File: config.mk
export PLATFORM = sky130hd
export DESIGN_NAME = uart_tx_arbiter
export DESIGN_NICKNAME = d
export VERILOG_FILES = /design/src/rtl/uart_tx_arbiter.sv
export SDC_FILE = /design/constraint.sdc
export NUM_CORES = 1
export LEC_CHECK = 0
export BUFFER_PORTS_ARGS = -buffer_cell sky130_fd_sc_hd__buf_4
export CAP_MARGIN = 0
export CORE_UTILIZATION = 35
export DETAILED_ROUTE_END_ITERATION = 16
export PLACE_DENSITY = 0.65
export REMOVE_ABC_BUFFERS = 1
export SYNTH_ARGS = -nofsm -noshare
export SYNTH_HDL_FRONTEND = slang
export SYNTH_SLANG_ARGS = --single-unit
File: constraint.sdc
create_clock -name clk_i -period 2.5 [get_ports clk_i]
set_clock_uncertainty 0.05 [all_clocks]
set_input_delay 0.5 -clock clk_i [delete_from_list [all_inputs] [get_ports clk_i]]
set_output_delay 0.5 -clock clk_i [all_outputs]
set_load 0.03 [all_outputs]
File: src/rtl/uart_tx_arbiter.sv
// Round-robin arbiter that shares one UART TX FIFO write port between several byte-stream requesters.
// A grant is held for a whole packet, and it is forcibly released after MaxPktLen bytes.
module uart_tx_arbiter #(
   parameter int NumReq    = 4,
   parameter int MaxPktLen = 64
) (
   input  logic                  clk_i,
   input  logic                  rst_ni,
   input  logic                  enable_i,
   input  logic [NumReq-1:0]     req_valid_i,
   input  logic [8*NumReq-1:0]   req_data_i,
   input  logic [NumReq-1:0]     req_last_i,
   output logic [NumReq-1:0]     req_ready_o,
   output logic                  tx_wvalid_o,
   output logic [7:0]            tx_wdata_o,
   input  logic                  tx_wready_i,
   output logic [NumReq-1:0]     grant_o,
   output logic                  busy_o,
   output logic                  len_err_o
);

   localparam int IdxW = $clog2(NumReq);

   typedef enum logic {IDLE, XFER} state_e;

   state_e          state_q, state_d;
   logic [IdxW-1:0] grant_q, ptr_q, sel_idx, next_ptr;
   logic [IdxW:0]   idx_w;
   logic            sel_found;
   logic [7:0]      beat_q;
   logic            len_err_q;
   logic            take_grant, accept, pkt_done, force_rel;

   always_ff @(posedge clk_i or negedge rst_ni) begin
      if (!rst_ni) state_q <= IDLE;
      else         state_q <= state_d;
   end

   // First valid requester at or after the priority pointer, wrapping around.
   always_comb begin
      sel_found = 1'b0;
      sel_idx   = '0;
      idx_w     = '0;
      for (int k = 0; k < NumReq; k++) begin
         idx_w = {1'b0, ptr_q} + (IdxW+1)'(k);
         if (idx_w >= (IdxW+1)'(NumReq)) idx_w = idx_w - (IdxW+1)'(NumReq);
         if (!sel_found && req_valid_i[idx_w[IdxW-1:0]]) begin
            sel_found = 1'b1;
            sel_idx   = idx_w[IdxW-1:0];
         end
      end
   end

   assign next_ptr = (grant_q == IdxW'(NumReq-1)) ? '0 : grant_q + IdxW'(1);

   always_comb begin
      state_d     = state_q;
      req_ready_o = '0;
      tx_wvalid_o = 1'b0;
      tx_wdata_o  = '0;
      take_grant  = 1'b0;
      accept      = 1'b0;
      pkt_done    = 1'b0;
      force_rel   = 1'b0;
      case (state_q)
         IDLE: begin
            if (enable_i && sel_found) begin
               take_grant = 1'b1;
               state_d    = XFER;
            end
         end
         XFER: begin
            tx_wvalid_o = req_valid_i[grant_q];
            for (int i = 0; i < NumReq; i++) begin
               if (grant_q == IdxW'(i)) tx_wdata_o = req_data_i[8*i +: 8];
            end
            req_ready_o[grant_q] = tx_wready_i;
            accept = req_valid_i[grant_q] & tx_wready_i;
            // A last flag on the MaxPktLen-th beat is a normal completion, not an error.
            if (accept) begin
               if (req_last_i[grant_q])                   pkt_done  = 1'b1;
               else if (beat_q == 8'(MaxPktLen-1))        force_rel = 1'b1;
            end
            if (pkt_done || force_rel) state_d = IDLE;
         end
         default: state_d = IDLE;
      endcase
   end

   always_ff @(posedge clk_i or negedge rst_ni) begin
      if (!rst_ni) begin
         grant_q   <= '0;
         ptr_q     <= '0;
         beat_q    <= '0;
         len_err_q <= 1'b0;
      end else begin
         len_err_q <= force_rel;
         if (take_grant) begin
            grant_q <= sel_idx;
            beat_q  <= '0;
         end else if (accept && beat_q != 8'(MaxPktLen)) begin
            beat_q <= beat_q + 8'd1;
         end
         if (pkt_done || force_rel) ptr_q <= next_ptr;
      end
   end

   always_comb begin
      grant_o = '0;
      if (state_q == XFER) grant_o[grant_q] = 1'b1;
   end

   assign busy_o    = (state_q == XFER);
   assign len_err_o = len_err_q;

endmodule
Word-level counts from Yosys, hierarchy flattened
Cells that the tools add are included.

RAM bits: 0. Word-level logic and storage cells: 96. Input port bits: 44. Memory bits (read-only): 0. Bits in latches: 0. Memories kept: 0. Output and inout bits: 19. Flip-flop bits (word level): 14.

$lt $le $gt $ge: 10. Shift-type cells: 0. Multipliers: 0. Add/sub/neg operators: 9. Equal/unequal tests: 5. Mux-type cells: 51. Div/mod/pow operators: 0. Bitwise logic cells: 3. Reductions and logical operators: 13.

Operators with widths (count): $mux W8 (7); $mux W1 (25); $mux W2 (9); $lt A2 B3 Y1 const B (5); $bmux W1 S2 (6); $ge A3 B3 Y1 const B (3); $add A8 B1 Y8 const B (1); $eq A8 B6 Y1 const B (1); $mux W4 (2); $ne A8 B7 Y1 const B (1); $sub A2 B1 Y2 const B (4); $add A2 B2 Y3 const B (2); $logic_and A1 B1 Y1 (6); $and A4 B4 Y4 (1); $eq A2 B2 Y1 const B (2); $add A2 B1 Y3 const B (1); $ge A2 B3 Y1 const B (1); $logic_not A1 Y1 (3); $add A2 B1 Y2 const B (1); $demux W1 S2 (1); $eq A2 B1 Y1 const B (1); $ge A2 B1 Y1 const B (1); $logic_not A2 Y1 (1); $logic_or A1 B1 Y1 (2); 4 further kinds (4).

Longest topological paths before layout
Depth in word-level cells: 18. Depth in mapped cells: 7. Depth with buffers taken out: 6.

Worst setup path before layout
Ideal clock, no wire load.

Path kind: reg-to-output. Start: reg grant_q[0]. End: out tx_wdata_o[5]. Cell stages (with the launch flop): 7. Path slack: -0.015 ns. Buffers on the path: 2. Arrival: 1.965 ns. Required time: 1.950 ns. Cell sequence: dfrtp_1 > inv_1 > ha_1 > clkbuf_1 > clkbuf_1 > a21oi_1 > o21ai_0.

Longest elaborated chain between the ends: 6. Elaborated cells on any way between the ends: 9. Those cells by class: 3 x eq/ne; 5 x mux; 1 x reduce/logical.

RTL lines: from (decl) (line 27) `logic [IdxW-1:0] grant_q, ptr_q, sel_idx, next_ptr;`; from (signal assigned) (line 99) `grant_q <= sel_idx;`; $logic_not A2 Y1 (line 75) `if (grant_q == IdxW'(i)) tx_wdata_o = req_data_i[8*i +: 8];`; $mux W8 (3 in a row) (line 75); $mux W8 * (line 75); $mux W8 * (line 65) `case (state_q)`; to (decl) (line 15) `output logic [7:0] tx_wdata_o,`.

Every way passes the cells marked *; elsewhere a longest branch is shown, timed or not.

Final worst setup path
Same ends and word-level chain as after synthesis.

==> qor.yml <==
status: "complete, but fails checks"
failed_checks: "negative hold slack"
crit_slowest_cell: "dfrtp_1"
ys_warn_count: 0
htreeDepth: 1
max_freq_ghz: 0.416
cts.path.max_buffers: 2
routedWlPerCell_um: 14.3
min_period_ns: 2.40
vias_per_cell: 5.46
synthXorXnorAreaFrac_pct: 0
clk_pin_slew_ns: 0.08
drive_gt1_share_pct: 38.7
gp_congestion: 0.782
drt_wl_total_um: 3540
synth_top_area_share_pct: 29.9
yosysTopAreaCell: "dfrtp_1"
seq_area_frac_synth_pct: 29.9
finalMaxSlewViolations: 0
yosys-top-cells-count: "nand2_1 (15), dfrtp_1 (14), o21ai_0 (12)"
synth_mux_area_share_pct: 7.27
vdd_drop_max_mv: 0.451
hold_violations: 9
numPortBuffers: 62
drt_iter0_drc: 44
cts-buffers-inserted: 3
async_flop_share_pct: 100
slew_headroom_pct: 65.1
grt_overflow: 0
synthCells: 141
power_density_mw_per_mm2: 1130
worstPathCellList: "buf_4 > ha_2 > buf_6 > nand3b_1 > a21oi_1 > a21oi_1 > o21ai_1 > buf_4"
cp_max_fo: 11
root_buffer: "clkbuf_4"
cp_data_arrival_time_ns: 1.85
hpwl_um: 2770
synth-compound-area-share_pct: 27.4
cts_tree: "done"
vias: 1353
dr.pass1.iters: 4
antenna_cells: 0
max_stage_delay_ns: 0.40
cts.sinks: 14
cp_top_family: "buffers and inverters"
clk_latency_ns: 0.29
instances_no_fill: 248
required_ns: 1.95
fp-row-count: 20
crit_type: "flop to primary output"
cp-end-kind: "primary output"
grt_max_degree: 19
final_core_util_pct: 56.3
start_kind: "flop"
die_w_um: 59.8
synth_enable_flop_cells: 0
netlist_area_sq_mm: 0.00117
hold_buffers: 0
ios: 63
min_path_type: "input port to async pin"
grt_usage_pct: 19.8
ant_nets: 0
avgSynthCellArea_sq_um: 8.30
synthAdderAreaFrac_pct: 6.42
area_growth_pct: 49.3
dieArea_sq_mm: 0.00358
core_sq_mm: 0.00310
synth_top_family_by_area: "compound AO/OA/AOI/OAI gates"
grt_antenna_before_repair: 0
setup_viol: 0
cp_num_buf_inv: 3
fin_crit_sh_pct: 96.1
power_leakage_nw: 0.837
chipHeight_um: 59.8
worst_pin_slew_ns: 0.522
grt_pass1_wl_um: 5390
initial_core_util_pct: 37.7
n_fill_cell: 313
ys_ff_latch: 14
multi_input_area_sq_um: 778
drc: 0
yosysMostFrequentCell: "nand2_1"
nNetsFinal: 256
synthSimpleGateAreaFrac_pct: 24.2
post-place-cells: 243
power_mw: 1.97
grt_pass1_vias: 1255
hold_slack_ns: -0.00786
register_area_sq_um: 350
drv_cap: 0
synthTopCellsByArea: "dfrtp_1 (30%), ha_1 (6.4%), a22o_1 (5.2%)"
synth_cell_types: 36
synth_flop_cell: "dfrtp_1"
==> per-layer routing <==
metal / share of wire, % / track usage (%) / wire (um) / up-vias
met1: 43 / 22.3 / 1530 / 633
met2: 46 / 36.7 / 1650 / 59
li1: - / - / - / 656
met5: 0 / 0 / 0 / -
met3: 9.2 / 3.90 / 327 / 5
met4: 1.1 / 6.64 / 40 / 0
==> registers in the layout, summed over array words and instances, names as in the netlist <==
| name | flops |
|---|---|
| len_err_o | 1 |
| busy_o | 1 |
| ptr_q | 2 |
| grant_q | 2 |
| beat_q | 8 |
==> power breakdown <==
group          total (mW)  internal, mW  switching, mW
Combinational        1.45         0.630          0.825
Sequential          0.391         0.294         0.0977
Clock               0.128        0.0561         0.0716
==> cell usage in the layout (no fill, tap or decap), drive strengths merged, types with 3 or more instances in the layout <==
cell type	Yosys	final
clkbuf	8	3
buf	0	68
o31ai	4	4
o21ai	12	12
inv	7	7
a21oi	6	6
a22oi	7	7
mux2i	4	4
and3	6	6
nand2	15	15
ha	6	6
nand3	5	5
and2	4	4
dfrtp	14	14
a22o	7	7
nor2b	5	5
nor2	7	7
==> what timing repair did <==
| action | 4_1_cts | 5_1_grt |
|---|---|---|
| endpoints found under the setup margin | 8 | 8 |
| setup buffers | 1 | 1 |
| gates resized for setup | 3 | 7 |
| pin swaps | 2 | 2 |
==> final timing paths <==
path / startpoint / end / slack, ns / cells after the start
worst max-delay path: grant_q[0] / tx_wdata_o[5] / 0.1 / 8
worst min-delay path: rst_ni / beat_q[4] / -0.008 / 1
worst max register to register: grant_q[0] / beat_q[5] / 0.49 / 6
max in group asynchronous: rst_ni / ptr_q[1] / 2.24 / 1
worst min register to register: beat_q[4] / beat_q[4] / 0.50 / 1
min in group clk_i: req_valid_i[3] / grant_q[1] / 0.48 / 3
==> per-stage QoR <==
stage	setup TNS, ns	cell area [sq um]	setup WS [ns]
after floorplan	0	1140	0.0780
after global placement	0	1690	0.206
after detailed placement	0	1690	0.130
after CTS	0	1730	0.00948
after global routing	-0.0239	1750	-0.0127
final	0	1750	0.0968
==> layout make-up <==
| type | instances | share of cell area, % |
|---|---|---|
| Tap cell | 44 | 3.15 |
| Multi-Input combinational cell | 112 | 44.6 |
| Clock buffer | 3 | 1.29 |
| Sequential cell | 14 | 20.1 |
| Timing Repair Buffer | 68 | 29.4 |
| Inverter | 7 | 1.50 |
==> worst register-to-register path, delay by kind of cell (launching register included) <==
kind | cells | cell delay, ns
and+or+nand+nor | 2 | 0.71
AOI/OAI and AO/OA | 2 | 0.52
DFF | 1 | 0.40
buffers and inverters | 2 | 0.27
==> kinds of logic (layout without fill, tap and decap cells) <==
family                   count (synthesis)  in the layout
AND/OR/NAND/NOR                         53             53
buffers and inverters                   15             78
multiplexers                             7              7
AO/OA/AOI/OAI                           46             46
adder cells (fa/ha/maj)                  6              6
flip-flops                              14             14
No activity file was read; power rests on OpenSTA's default activity.
